$ cat src/rtl/hazard_tuse_tracker_if.sv
// D-stage decode bundle into the hazard tracker and its stall/forwarding answer back to the datapath.
interface hazard_tuse_tracker_if #(
  parameter int unsigned CNT_W = 16
);
  logic             d_valid;
  logic [4:0]       d_rs;
  logic [4:0]       d_rt;
  logic [1:0]       d_tuse_rs;
  logic [1:0]       d_tuse_rt;
  logic             d_we;
  logic [4:0]       d_dst;
  logic [1:0]       d_tnew;
  logic             ext_stall;
  logic             stall;
  logic [1:0]       fwd_rs;
  logic [1:0]       fwd_rt;
  logic [CNT_W-1:0] stall_cnt;

  modport master (
    output d_valid, d_rs, d_rt, d_tuse_rs, d_tuse_rt, d_we, d_dst, d_tnew, ext_stall,
    input  stall, fwd_rs, fwd_rt, stall_cnt
  );

  modport slave (
    input  d_valid, d_rs, d_rt, d_tuse_rs, d_tuse_rt, d_we, d_dst, d_tnew, ext_stall,
    output stall, fwd_rs, fwd_rt, stall_cnt
  );
endinterface

$ cat src/rtl/hazard_tuse_tracker.sv
// Tnew/Tuse hazard tracker: shadows E/M/W GRF writers, raises stall and picks forwarding sources
// for the D-stage rs/rt reads.
module hazard_tuse_tracker #(
  parameter int unsigned CNT_W = 16
) (
  input  logic                  clk,
  input  logic                  reset_n,
  hazard_tuse_tracker_if.slave  bus
);
  localparam int unsigned RW = 5;
  localparam int unsigned TW = 2;
  localparam int unsigned NS = 2;

  logic          e_v, m_v, w_v;
  logic [RW-1:0] e_dst, m_dst, w_dst;
  logic [TW-1:0] e_tnew, m_tnew;
  logic [CNT_W-1:0] cnt;

  logic [RW-1:0] src  [NS];
  logic [TW-1:0] tuse [NS];
  logic [1:0]    fwd  [NS];
  logic [NS-1:0] rd, e_hit, m_hit, w_hit, haz;
  logic          e_live, m_live, w_live;
  logic          stall;

  assign src[0]  = bus.d_rs;
  assign src[1]  = bus.d_rt;
  assign tuse[0] = bus.d_tuse_rs;
  assign tuse[1] = bus.d_tuse_rt;

  // Writes to $0 never create a dependency.
  assign e_live = e_v && (e_dst != '0);
  assign m_live = m_v && (m_dst != '0);
  assign w_live = w_v && (w_dst != '0);

  // Per source: hazard from any too-young E/M producer; forwarding from the nearest producer only.
  always_comb begin
    rd    = '0;
    e_hit = '0;
    m_hit = '0;
    w_hit = '0;
    haz   = '0;
    fwd[0] = 2'd0;
    fwd[1] = 2'd0;
    for (int s = 0; s < NS; s++) begin
      rd[s]    = bus.d_valid && (src[s] != '0) && (tuse[s] != 2'b11);
      e_hit[s] = rd[s] && e_live && (e_dst == src[s]);
      m_hit[s] = rd[s] && m_live && (m_dst == src[s]);
      w_hit[s] = rd[s] && w_live && (w_dst == src[s]);
      haz[s]   = (e_hit[s] && (e_tnew > tuse[s])) || (m_hit[s] && (m_tnew > tuse[s]));
      if (e_hit[s]) begin
        fwd[s] = (e_tnew == '0) ? 2'd1 : 2'd0;
      end else if (m_hit[s]) begin
        fwd[s] = (m_tnew == '0) ? 2'd2 : 2'd0;
      end else if (w_hit[s]) begin
        fwd[s] = 2'd3;
      end
    end
  end

  assign stall         = bus.ext_stall || (|haz);
  assign bus.stall     = stall;
  assign bus.fwd_rs    = fwd[0];
  assign bus.fwd_rt    = fwd[1];
  assign bus.stall_cnt = cnt;

  // Shadow pipeline advances every edge; a stalled D stage sends a bubble into E.
  always_ff @(posedge clk or negedge reset_n) begin
    if (!reset_n) begin
      e_v    <= 1'b0;
      e_dst  <= '0;
      e_tnew <= '0;
      m_v    <= 1'b0;
      m_dst  <= '0;
      m_tnew <= '0;
      w_v    <= 1'b0;
      w_dst  <= '0;
    end else begin
      w_v    <= m_v;
      w_dst  <= m_dst;
      m_v    <= e_v;
      m_dst  <= e_dst;
      m_tnew <= (e_tnew == '0) ? TW'(0) : e_tnew - TW'(1);
      if (stall) begin
        e_v    <= 1'b0;
        e_dst  <= '0;
        e_tnew <= '0;
      end else begin
        e_v    <= bus.d_valid && bus.d_we;
        e_dst  <= bus.d_dst;
        e_tnew <= bus.d_tnew;
      end
    end
  end

  // Saturating stall-cycle counter.
  always_ff @(posedge clk or negedge reset_n) begin
    if (!reset_n) begin
      cnt <= '0;
    end else if (stall && (cnt != {CNT_W{1'b1}})) begin
      cnt <= cnt + CNT_W'(1);
    end
  end
endmodule
$ cat src/flat_wrapper.sv
// flat-port wrapper written by rule: the top's interface ports become plain ports
module hazard_tuse_tracker_flat 
#(
  parameter int unsigned CNT_W = 16
)
  (clk, reset_n, bus_d_valid, bus_d_rs, bus_d_rt, bus_d_tuse_rs, bus_d_tuse_rt, bus_d_we, bus_d_dst, bus_d_tnew, bus_ext_stall, bus_stall, bus_fwd_rs, bus_fwd_rt, bus_stall_cnt);
  hazard_tuse_tracker_if #(.CNT_W(CNT_W)) bus_i ();
  input  logic clk;
  input  logic reset_n;
  input wire logic [$bits(bus_i.d_valid)-1:0] bus_d_valid;
  input wire logic [$bits(bus_i.d_rs)-1:0] bus_d_rs;
  input wire logic [$bits(bus_i.d_rt)-1:0] bus_d_rt;
  input wire logic [$bits(bus_i.d_tuse_rs)-1:0] bus_d_tuse_rs;
  input wire logic [$bits(bus_i.d_tuse_rt)-1:0] bus_d_tuse_rt;
  input wire logic [$bits(bus_i.d_we)-1:0] bus_d_we;
  input wire logic [$bits(bus_i.d_dst)-1:0] bus_d_dst;
  input wire logic [$bits(bus_i.d_tnew)-1:0] bus_d_tnew;
  input wire logic [$bits(bus_i.ext_stall)-1:0] bus_ext_stall;
  output wire logic [$bits(bus_i.stall)-1:0] bus_stall;
  output wire logic [$bits(bus_i.fwd_rs)-1:0] bus_fwd_rs;
  output wire logic [$bits(bus_i.fwd_rt)-1:0] bus_fwd_rt;
  output wire logic [$bits(bus_i.stall_cnt)-1:0] bus_stall_cnt;
  assign bus_i.d_valid = bus_d_valid;
  assign bus_i.d_rs = bus_d_rs;
  assign bus_i.d_rt = bus_d_rt;
  assign bus_i.d_tuse_rs = bus_d_tuse_rs;
  assign bus_i.d_tuse_rt = bus_d_tuse_rt;
  assign bus_i.d_we = bus_d_we;
  assign bus_i.d_dst = bus_d_dst;
  assign bus_i.d_tnew = bus_d_tnew;
  assign bus_i.ext_stall = bus_ext_stall;
  assign bus_stall = bus_i.stall;
  assign bus_fwd_rs = bus_i.fwd_rs;
  assign bus_fwd_rt = bus_i.fwd_rt;
  assign bus_stall_cnt = bus_i.stall_cnt;
  hazard_tuse_tracker #(.CNT_W(CNT_W)) u_core (.clk(clk), .reset_n(reset_n), .bus(bus_i));
endmodule
$ cat config.mk
export PLATFORM = sky130hd
export DESIGN_NAME = hazard_tuse_tracker_flat
export DESIGN_NICKNAME = d
export VERILOG_FILES = /design/src/rtl/hazard_tuse_tracker_if.sv /design/src/rtl/hazard_tuse_tracker.sv /design/src/flat_wrapper.sv
export SDC_FILE = /design/constraint.sdc
export NUM_CORES = 1
export LEC_CHECK = 0
export CAP_MARGIN = 20
export CORE_MARGIN = 2
export CORE_UTILIZATION = 57
export CTS_BUF_LIST = sky130_fd_sc_hd__clkbuf_8
export DETAILED_ROUTE_END_ITERATION = 10
export GPL_ROUTABILITY_DRIVEN = 0
export HOLD_SLACK_MARGIN = 0.1
export PLACE_DENSITY = 0.88
export SYNTH_ARGS = -nofsm -noshare
export SYNTH_HDL_FRONTEND = slang
export SYNTH_SLANG_ARGS = --single-unit
$ cat constraint.sdc
create_clock -name clk -period 4.39 [get_ports clk]
set_clock_uncertainty 0.05 [all_clocks]
set_input_delay 0.878 -clock clk [delete_from_list [all_inputs] [get_ports clk]]
set_output_delay 0.878 -clock clk [all_outputs]
set_load 0.02 [all_outputs]
* Word level (Yosys, flattened, before mapping)
Cells that the tools add are included.
** Word-level totals
- Logic and storage cells :: 72
- Output and inout port bits :: 21
- Bits of input ports :: 26
- Bits in registers :: 38
** Cells by class
- Magnitude comparators :: 4
- Mux-type cells :: 12
- Reduce and logical (&&, ||, !) cells :: 36
- Add/subtract/negate cells :: 2
- Equal/unequal tests :: 9
** Operators by type and width (count)
- $eq 5x5->1 :: 6
- $logic_and 1x1->1 :: 25
- $reduce_bool 5->1 :: 5
- $mux 2 :: 9
- $add 16x1->16 const B :: 1
- $ne 16x16->1 const B :: 1
- $gt 2x2->1 :: 4
- $mux 5 :: 1
- $logic_not 2->1 :: 2
- $ne 2x2->1 const B :: 2
- $logic_or 1x1->1 :: 3
- $mux 1 :: 2
- $reduce_or 2->1 :: 1
- $sub 2x1->2 const B :: 1

* Longest topological paths before layout
Gate-level depths: netlist of the first run.
- Word-level depth :: 10
- Gate-level depth with buffers :: 9
- Mapped depth without buffers :: 8

* Worst setup path after synthesis of the first run
No wires, ideal clock.
- Path type :: input to output
- Start :: input port bus_d_rs[0]
- End :: output port bus_fwd_rs[1]
- Arrival :: 2.595 ns
- Cell stages on the path :: 5
- Buffers on the path :: 0
- Setup slack :: 0.867 ns
- Path through :: or4_1 > o211ai_2 > nor4_1 > or4_1 > a21oi_1
** On the way
- Word-level cells in the longest chain between the ends :: 8
- Elaborated cells between the ends (all ways) :: 15
** Ends and longest elaborated chain
- start, declared :: line flat_wrapper.sv:11 : input wire logic [$bits(bus_i.d_rs)-1:0] bus_d_rs;
- $reduce_bool 5->1 :: line hazard_tuse_tracker.sv:46 : rd[s] = bus.d_valid && (src[s] != '0) && (tuse[s] != 2'b11);
- $logic_and 1x1->1 (2 in series) :: line hazard_tuse_tracker.sv:46
- $logic_and 1x1->1 (2 in series) :: line hazard_tuse_tracker.sv:49 : w_hit[s] = rd[s] && w_live && (w_dst == src[s]);
- $mux 2 :: line hazard_tuse_tracker.sv:55 : end else if (w_hit[s]) begin
- $mux 2 :: line hazard_tuse_tracker.sv:53 : end else if (m_hit[s]) begin
- $mux 2 (*) :: line hazard_tuse_tracker.sv:51 : if (e_hit[s]) begin
- end, declared :: line flat_wrapper.sv:20 : output wire logic [$bits(bus_i.fwd_rs)-1:0] bus_fwd_rs;
Every way passes the cells marked *; elsewhere a longest branch is shown, timed or not.

* Worst setup path in the final report of the first run
- Start :: input port bus_d_rt[0]
- End :: output port bus_fwd_rt[0]
** On the way
- Word-level cells in the longest chain between the ends :: 8
- Elaborated cells between the ends (all ways) :: 15
** Ends and longest elaborated chain
- start, declared :: line flat_wrapper.sv:12 : input wire logic [$bits(bus_i.d_rt)-1:0] bus_d_rt;
- $reduce_bool 5->1 :: line hazard_tuse_tracker.sv:46
- $logic_and 1x1->1 (2 in series) :: line hazard_tuse_tracker.sv:46
- $logic_and 1x1->1 (2 in series) :: line hazard_tuse_tracker.sv:49
- $mux 2 :: line hazard_tuse_tracker.sv:55
- $mux 2 :: line hazard_tuse_tracker.sv:53
- $mux 2 (*) :: line hazard_tuse_tracker.sv:51
- end, declared :: line flat_wrapper.sv:21 : output wire logic [$bits(bus_i.fwd_rt)-1:0] bus_fwd_rt;
Marked as above.

==> impl_metrics.py, run 1 <==
metrics = {
    "timing": {
        "hold_viol_final": 0,
        "finalSetupViolations": 0,
        "worst_slew_pin_slew_ns": 0.532,
        "finalMaxSlewViolations": 0,
        "slew_headroom_pct": 63.6,
        "finalCriticalPeriod_ns": 4.29,
        "worst_slack_ns": 0.102,
        "post-route-period-util_pct": 97.7,
        "fmax_ghz": 0.233,
        "rsz0062_at_grt": "false",
    },
    "global_routing": {
        "grt_pass1_vias": 1803,
        "grt-ovfl-total": 0,
        "track_usage_pct": 25.7,
        "grt_max_degree": 39,
        "antenna_found_initial": 0,
        "grt_pass1_wl_um": 8200,
    },
    "clocking": {
        "cts_hold_buf": 0,
        "clk_latency_ns": 0.29,
        "path_clk_slew_ns": 0.07,
        "cts_sinks": 38,
        "ctsRootBufferMaster": "clkbuf_8",
        "cts_tree": "done",
        "ctsResizeCount": 1,
        "cts_buffer_depth": 2,
        "cts_inserted_buffers": 5,
        "cts_setup_buffers": 0,
        "cts.htree.levels": 2,
    },
    "synthesis": {
        "netlist_instances": 215,
        "ys_seq_area_share_pct": 43.5,
        "synth_nets": 250,
        "synth.avg_cell_area_um2": 10.2,
        "ys_types": 36,
        "synth_seq_cells": 38,
        "ys.warnings.count": 0,
        "synth_area_um2": 2190,
    },
    "floorplan": {
        "start_util_pct": 59.3,
        "fp.coreArea_um2": 3690,
        "die_y_um": 66.0,
        "pin_count": 47,
        "die_w_um": 66.0,
        "die-area_um2": 4350,
        "rows": 22,
    },
    "power_and_ir_drop": {
        "internal-power_uw": 734,
        "peakVddDrop_mv": 0.440,
        "p_sw_uw": 350,
        "p_leak_uw": 0.00128,
        "seq_power_share_pct": 43.2,
        "p_per_area_nw_per_um2": 374,
        "clkPwrFrac_pct": 26.8,
        "power_uw": 1080,
        "p_comb_share_pct": 30.0,
        "p_sw_share_pct": 32.3,
    },
    "critical_path": {
        "crit_path_end_kind": "output pin",
        "cp_data_required_time_ns": 3.46,
        "worstSetupPathType": "in -> out",
        "path_cells": "clkdlybuf4s50_1, or4_1, o211ai_2, nor4_2, nor4_1, mux2_2, clkdlybuf4s50_1",
        "cp_slowest_cell": "clkdlybuf4s50_1",
        "cpPeakStageDelay_ns": 0.60,
        "crit_fanout": 4,
        "start_kind": "input port",
        "path_common_cell": "clkdlybuf4s50_1",
        "worstPathArrival_ns": 3.36,
    },
    "final_layout": {
        "synthToLayoutAreaGrowth_pct": 32.4,
        "fin_util_pct": 78.6,
        "diodes": 0,
        "mostFrequentLayoutCell": "clkdlybuf4s50_1",
        "layout-drive-gt1-share_pct": 11.2,
        "fin_nets": 312,
        "layout_common_cells": "43 x clkdlybuf4s50_1, 38 x dfrtp_1, 21 x xnor2_1, 19 x xor2_1, 17 x nand2_1",
        "final_area_um2": 2900,
        "stdcell_count": 326,
    },
    "routing": {
        "drtIter0Drc": 107,
        "routed_via_density": 5.63,
        "drt-total-wl_um": 5120,
        "ant_nets": 0,
        "wl_per_cell_um": 15.7,
        "first_pass_iters": 4,
        "vias": 1834,
        "drc_errors": 0,
    },
    "place": {
        "place_inst": 318,
        "io_buffers": 46,
        "post-place-ws_ns": -0.00620,
        "hpwlAfterDp_um": 3820,
        "dpl_cell_area_um2": 2790,
    },
    "min_path": {
        "min_path_type": "reg -> reg",
    },
    "outcome": {
        "status": "complete, no violations",
    },
    "run": {
        "max_cap_violations": 0,
    },
}
## layer usage
metal | vias to the layer above | routed length, um | GRT usage, %
li1 | 883 | - | -
met1 | 883 | 2140 | 29.9
met2 | 58 | 2590 | 46.2
met3 | 10 | 296 | 6.47
met4 | 0 | 89 | 8.42
met5 | - | 0 | 0
## final cells by class
type / instances / area, um2
clock buffer: 5 / 68.8
sequential: 38 / 951
clock inverter: 3 / 40.0
timing repair buffer: 60 / 569
inverter: 9 / 33.8
fill: 244 / 791
multi-input combinational: 163 / 1170
tap: 48 / 60.1
## kinds of logic (layout without fill, tap and decap cells)
logic type | Yosys count | in the layout | share of synthesized area (%)
fa+ha+maj | 9 | 9 | 5.15
compound gates | 31 | 31 | 10.2
simple gates | 76 | 76 | 18.8
xor+xnor | 40 | 40 | 16.0
buf+inv | 14 | 77 | 2.86
flops | 38 | 38 | 43.5
mux | 7 | 7 | 3.54
## flip-flops by register name (all words and copies together), names as in the netlist
register              cells
u_core.bus.stall_cnt     16
u_core.e_dst              5
u_core.e_tnew             2
u_core.e_v                1
u_core.m_dst              5
u_core.m_tnew             2
u_core.m_v                1
u_core.w_dst              5
u_core.w_v                1
## cell usage after synthesis (all sizes together)
master   number  share of area, %
inv           9               1.5
nand2b        1              0.29
nor2          7               1.2
a21boi        1              0.34
o21ai         4              0.91
clkbuf        2              0.34
nor4bb        1              0.46
xnor2        21               8.4
a21oi        13               3.1
nor4          5               2.0
and3         10               2.9
dfrtp        38                43
nor3          6               1.4
nand3        16               3.7
xor2         19               7.6
o211ai        2               1.1
mux2i         1              0.46
o2111a        1              0.51
a211oi        8               3.3
o2111ai       1              0.40
nand2        17               2.9
nand4         1              0.29
or4           6               2.1
nor2b         3              0.86
ha            9               5.1
and2          2              0.57
or3           1              0.29
buf           3              0.97
mux2          6               3.1
a2111oi       1              0.40
## worst max-delay path, delay by kind of cell
kind | cells | cell delay [ns]
AOI/OAI and AO/OA | 1 | 0.25
buffers and inverters | 2 | 1.01
muxes | 1 | 0.23
and+or+nand+nor | 3 | 1.00
## path summary, 6_finish.rpt
path / cells past startpoint / to / from / slack [ns]
worst min register to register: 0 / u_core.m_v / u_core.e_v / 0.32
worst max register to register: 8 / u_core.bus.stall_cnt[11] / u_core.e_dst[0] / 1.74
worst max-delay path: 7 / bus_fwd_rt[0] / bus_d_rt[0] / 0.10
max in group asynchronous: 2 / u_core.bus.stall_cnt[13] / reset_n / 3.00
worst min-delay path: 0 / u_core.m_v / u_core.e_v / 0.32
min in group asynchronous: 2 / u_core.bus.stall_cnt[7] / reset_n / 0.96
## power by group through the flow
| stage | registers, uW | clock network, uW | logic [uW] |
|---|---|---|---|
| finish | 468 | 291 | 326 |
| global route | 477 | 317 | 347 |
| CTS | 468 | 298 | 328 |
| detailed placement | 473 | 0 | 325 |
| global placement | 472 | 0 | 315 |
| floorplan | 513 | 0 | 118 |
## through the flow
| step | hold slack [ns] | TNS, ns |
|---|---|---|
| after floorplan | 0.301 | 0 |
| after global placement | 0.304 | 0 |
| after detailed placement | 0.307 | -0.00620 |
| after CTS | 0.324 | 0 |
| after global routing | 0.347 | 0 |
| final | 0.324 | 0 |
Power figures use the tool's default switching activity.
==> run 2: changes to the inputs <==
--- a/config.mk
+++ b/config.mk
@@ -7,11 +7,14 @@
 export LEC_CHECK = 0
 export CAP_MARGIN = 20
+export CELL_PAD_IN_SITES_DETAIL_PLACEMENT = 1
+export CELL_PAD_IN_SITES_GLOBAL_PLACEMENT = 1
 export CORE_MARGIN = 2
-export CORE_UTILIZATION = 57
+export CORE_UTILIZATION = 43
 export CTS_BUF_LIST = sky130_fd_sc_hd__clkbuf_8
 export DETAILED_ROUTE_END_ITERATION = 10
 export GPL_ROUTABILITY_DRIVEN = 0
 export HOLD_SLACK_MARGIN = 0.1
-export PLACE_DENSITY = 0.88
+export PLACE_DENSITY_LB_ADDON = 0.1
+export SLEW_MARGIN = 20
 export SYNTH_ARGS = -nofsm -noshare
 export SYNTH_HDL_FRONTEND = slang
==> constraint.sdc (replaced) <==
create_clock -name clk -period 4.39 [get_ports clk]
set_clock_uncertainty 0.05 [all_clocks]
set_input_delay 0.6585 -clock clk [delete_from_list [all_inputs] [get_ports clk]]
set_output_delay 0.6585 -clock clk [all_outputs]
set_load 0.02 [all_outputs]
==> run 2 against run 1 <==
Register-to-register slack better by 0.05 ns. Routed wire length is 7.0% higher. Power is 0.65% lower. Global-route usage is 4.3 points lower. Hold slack worse by 0.00092 ns. Die area is 30% higher. Sequential share of layout area is 0.87 points higher. Count of clock-buffer cells in the layout stayed put. Combinational power is 2% lower. Critical endpoint is now bus_fwd_rs[1]. Largest power group unchanged.
==> impl_metrics.py, run 2 (synthesis gave the netlist of run 1 again) <==
metrics = {
    "clocking": {
        "ctsResizeCount": 0,
        "cts_buffer_depth": 2,
        "cts_hold_buf": 0,
        "cts.htree.levels": 2,
        "cts_sinks": 38,
        "path_clk_slew_ns": 0.07,
        "cts_tree": "done",
        "cts_inserted_buffers": 5,
        "cts_setup_buffers": 0,
        "clk_latency_ns": 0.29,
        "ctsRootBufferMaster": "clkbuf_8",
    },
    "final_layout": {
        "fin_nets": 300,
        "layout_common_cells": "45 x clkdlybuf4s50_1, 38 x dfrtp_1, 21 x xnor2_1, 19 x xor2_1, 17 x nand2_1",
        "synthToLayoutAreaGrowth_pct": 29.0,
        "multi_input_area_um2": 1170,
        "largest_reg_flops": 16,
        "mostFrequentLayoutCell": "clkdlybuf4s50_1",
        "final-seq-area_um2": 951,
        "layout-drive-gt1-share_pct": 7.52,
        "diodes": 0,
        "stdcell_count": 333,
        "num-fill-cells": 564,
    },
    "floorplan": {
        "start_util_pct": 45.4,
        "pin_count": 47,
        "die-area_um2": 5680,
        "die_y_um": 75.3,
        "rows": 25,
        "die_w_um": 75.3,
        "fp.coreArea_um2": 4820,
    },
    "routing": {
        "wl_per_cell_um": 16.4,
        "vias": 1763,
        "dr_wl_met2_um": 2730,
        "first_pass_iters": 4,
        "drc_errors": 0,
        "wl_met1_um": 2510,
        "met3_length_um": 192,
        "drt-total-wl_um": 5480,
        "ant_nets": 0,
        "drtIter0Drc": 52,
        "highest_layer": "met4",
        "routed_via_density": 5.29,
    },
    "critical_path": {
        "critical-path-top-delay-family": "simple AND/OR/NAND/NOR gates",
        "crit_path_end_kind": "output pin",
        "cpPeakStageDelay_ns": 0.61,
        "start_kind": "input port",
        "crit_fanout": 4,
        "cp_data_required_time_ns": 3.68,
        "path_cells": "clkdlybuf4s50_1, or4_1, o211ai_2, nor4_1, or4_1, a21oi_1, clkdlybuf4s50_1",
        "worstSetupPathType": "in -> out",
        "worstPathArrival_ns": 3.37,
        "cp_slowest_cell": "clkdlybuf4s50_1",
        "cp_num_buf_inv": 2,
    },
    "power_and_ir_drop": {
        "p_per_area_nw_per_um2": 382,
        "p_leak_uw": 0.00119,
        "power_uw": 1080,
        "peakVddDrop_mv": 0.343,
    },
    "timing": {
        "finalSetupTns_ns": 0,
        "post-route-period-util_pct": 92.9,
        "hold_ws_ns": 0.323,
        "worst_slack_ns": 0.310,
        "worst_slew_pin_slew_ns": 0.822,
        "hold_viol_final": 0,
        "finalSetupViolations": 0,
        "rsz0062_at_grt": "false",
        "fmax_ghz": 0.245,
        "slew_headroom_pct": 45.2,
        "finalCriticalPeriod_ns": 4.08,
        "finalMaxSlewViolations": 0,
    },
    "global_routing": {
        "antenna_found_initial": 0,
        "grt-ovfl-total": 0,
        "grt_pass1_wl_um": 8940,
        "track_usage_pct": 21.5,
        "grt_max_degree": 39,
        "grt_pass1_vias": 1803,
    },
    "place": {
        "hpwlAfterDp_um": 4220,
        "place_inst": 325,
        "post-place-ws_ns": 0.321,
        "io_buffers": 46,
    },
    "min_path": {
        "min_path_type": "reg -> reg",
    },
    "outcome": {
        "status": "complete, no violations",
    },
    "run": {
        "max_cap_violations": 0,
    },
}
[run 2: changes by cell type in the layout (fill, tap and decap cells not counted), sizes merged]
| cell | previous run | this run |
|---|---|---|
| dlygate4sd2 | 1 | 0 |
| dlymetal6s2s | 2 | 0 |
| clkdlybuf4s50 | 43 | 45 |
| buf | 14 | 3 |
[run 2: layout make-up]
type	instances	area share (%)
Tap cell	67	2.97
Multi-Input combinational cell	163	41.6
Sequential cell	38	33.7
Timing Repair Buffer	48	16.7
Inverter	9	1.20
Clock inverter	3	1.42
Clock buffer	5	2.44
[run 2: where the power goes]
group	total (uW)	switching (uW)	internal [uW]	leakage (uW)
Combinational	318	160	158	0.000651
Clock	290	123	167	0.0000579
Sequential	469	66.4	402	0.000478
[run 2: worst paths after layout]
kind | depth (start not counted) | slack [ns] | to | from
max reg2reg | 8 | 1.79 | u_core.bus.stall_cnt[5] | u_core.e_tnew[1]
min reg2reg | 0 | 0.32 | u_core.w_v | u_core.m_v
min | 0 | 0.32 | u_core.w_v | u_core.m_v
max in group asynchronous | 1 | 3.36 | u_core.bus.stall_cnt[7] | reset_n
max | 7 | 0.31 | bus_fwd_rs[1] | bus_d_rs[3]
min in group asynchronous | 1 | 0.41 | u_core.bus.stall_cnt[15] | reset_n
[run 2: worst register-to-register path, delay by kind of cell, from the launching register on]
kind            cells  cell delay [ns]
compound gates      3             0.74
xor+xnor            1             0.19
fa+ha+maj           1             0.31
buf+inv             1             0.24
flops               1             0.43
simple gates        2             0.57
[run 2: stage by stage]
stage / util [%] / area, um2
6_report: 58.6 / 2820
5_1_grt: 58.6 / 2820
4_1_cts: 58.6 / 2820
3_5_place_dp: 56.3 / 2710
3_3_place_gp: 56.3 / 2710
2_1_floorplan: - / 2190
[run 2: metal layers]
| layer | global-route usage, % | vias up |
|---|---|---|
| met3 | 3.57 | 5 |
| li1 | - | 863 |
| met2 | 36.3 | 44 |
| met5 | 0 | - |
| met4 | 6.43 | 0 |
| met1 | 28.5 | 851 |
==> run 3: changes to the inputs <==
- TNS_END_PERCENT: unset -> 5
==> results of run 3 <==
No change in the layout: final DEF, timing and power equal those of run 2.
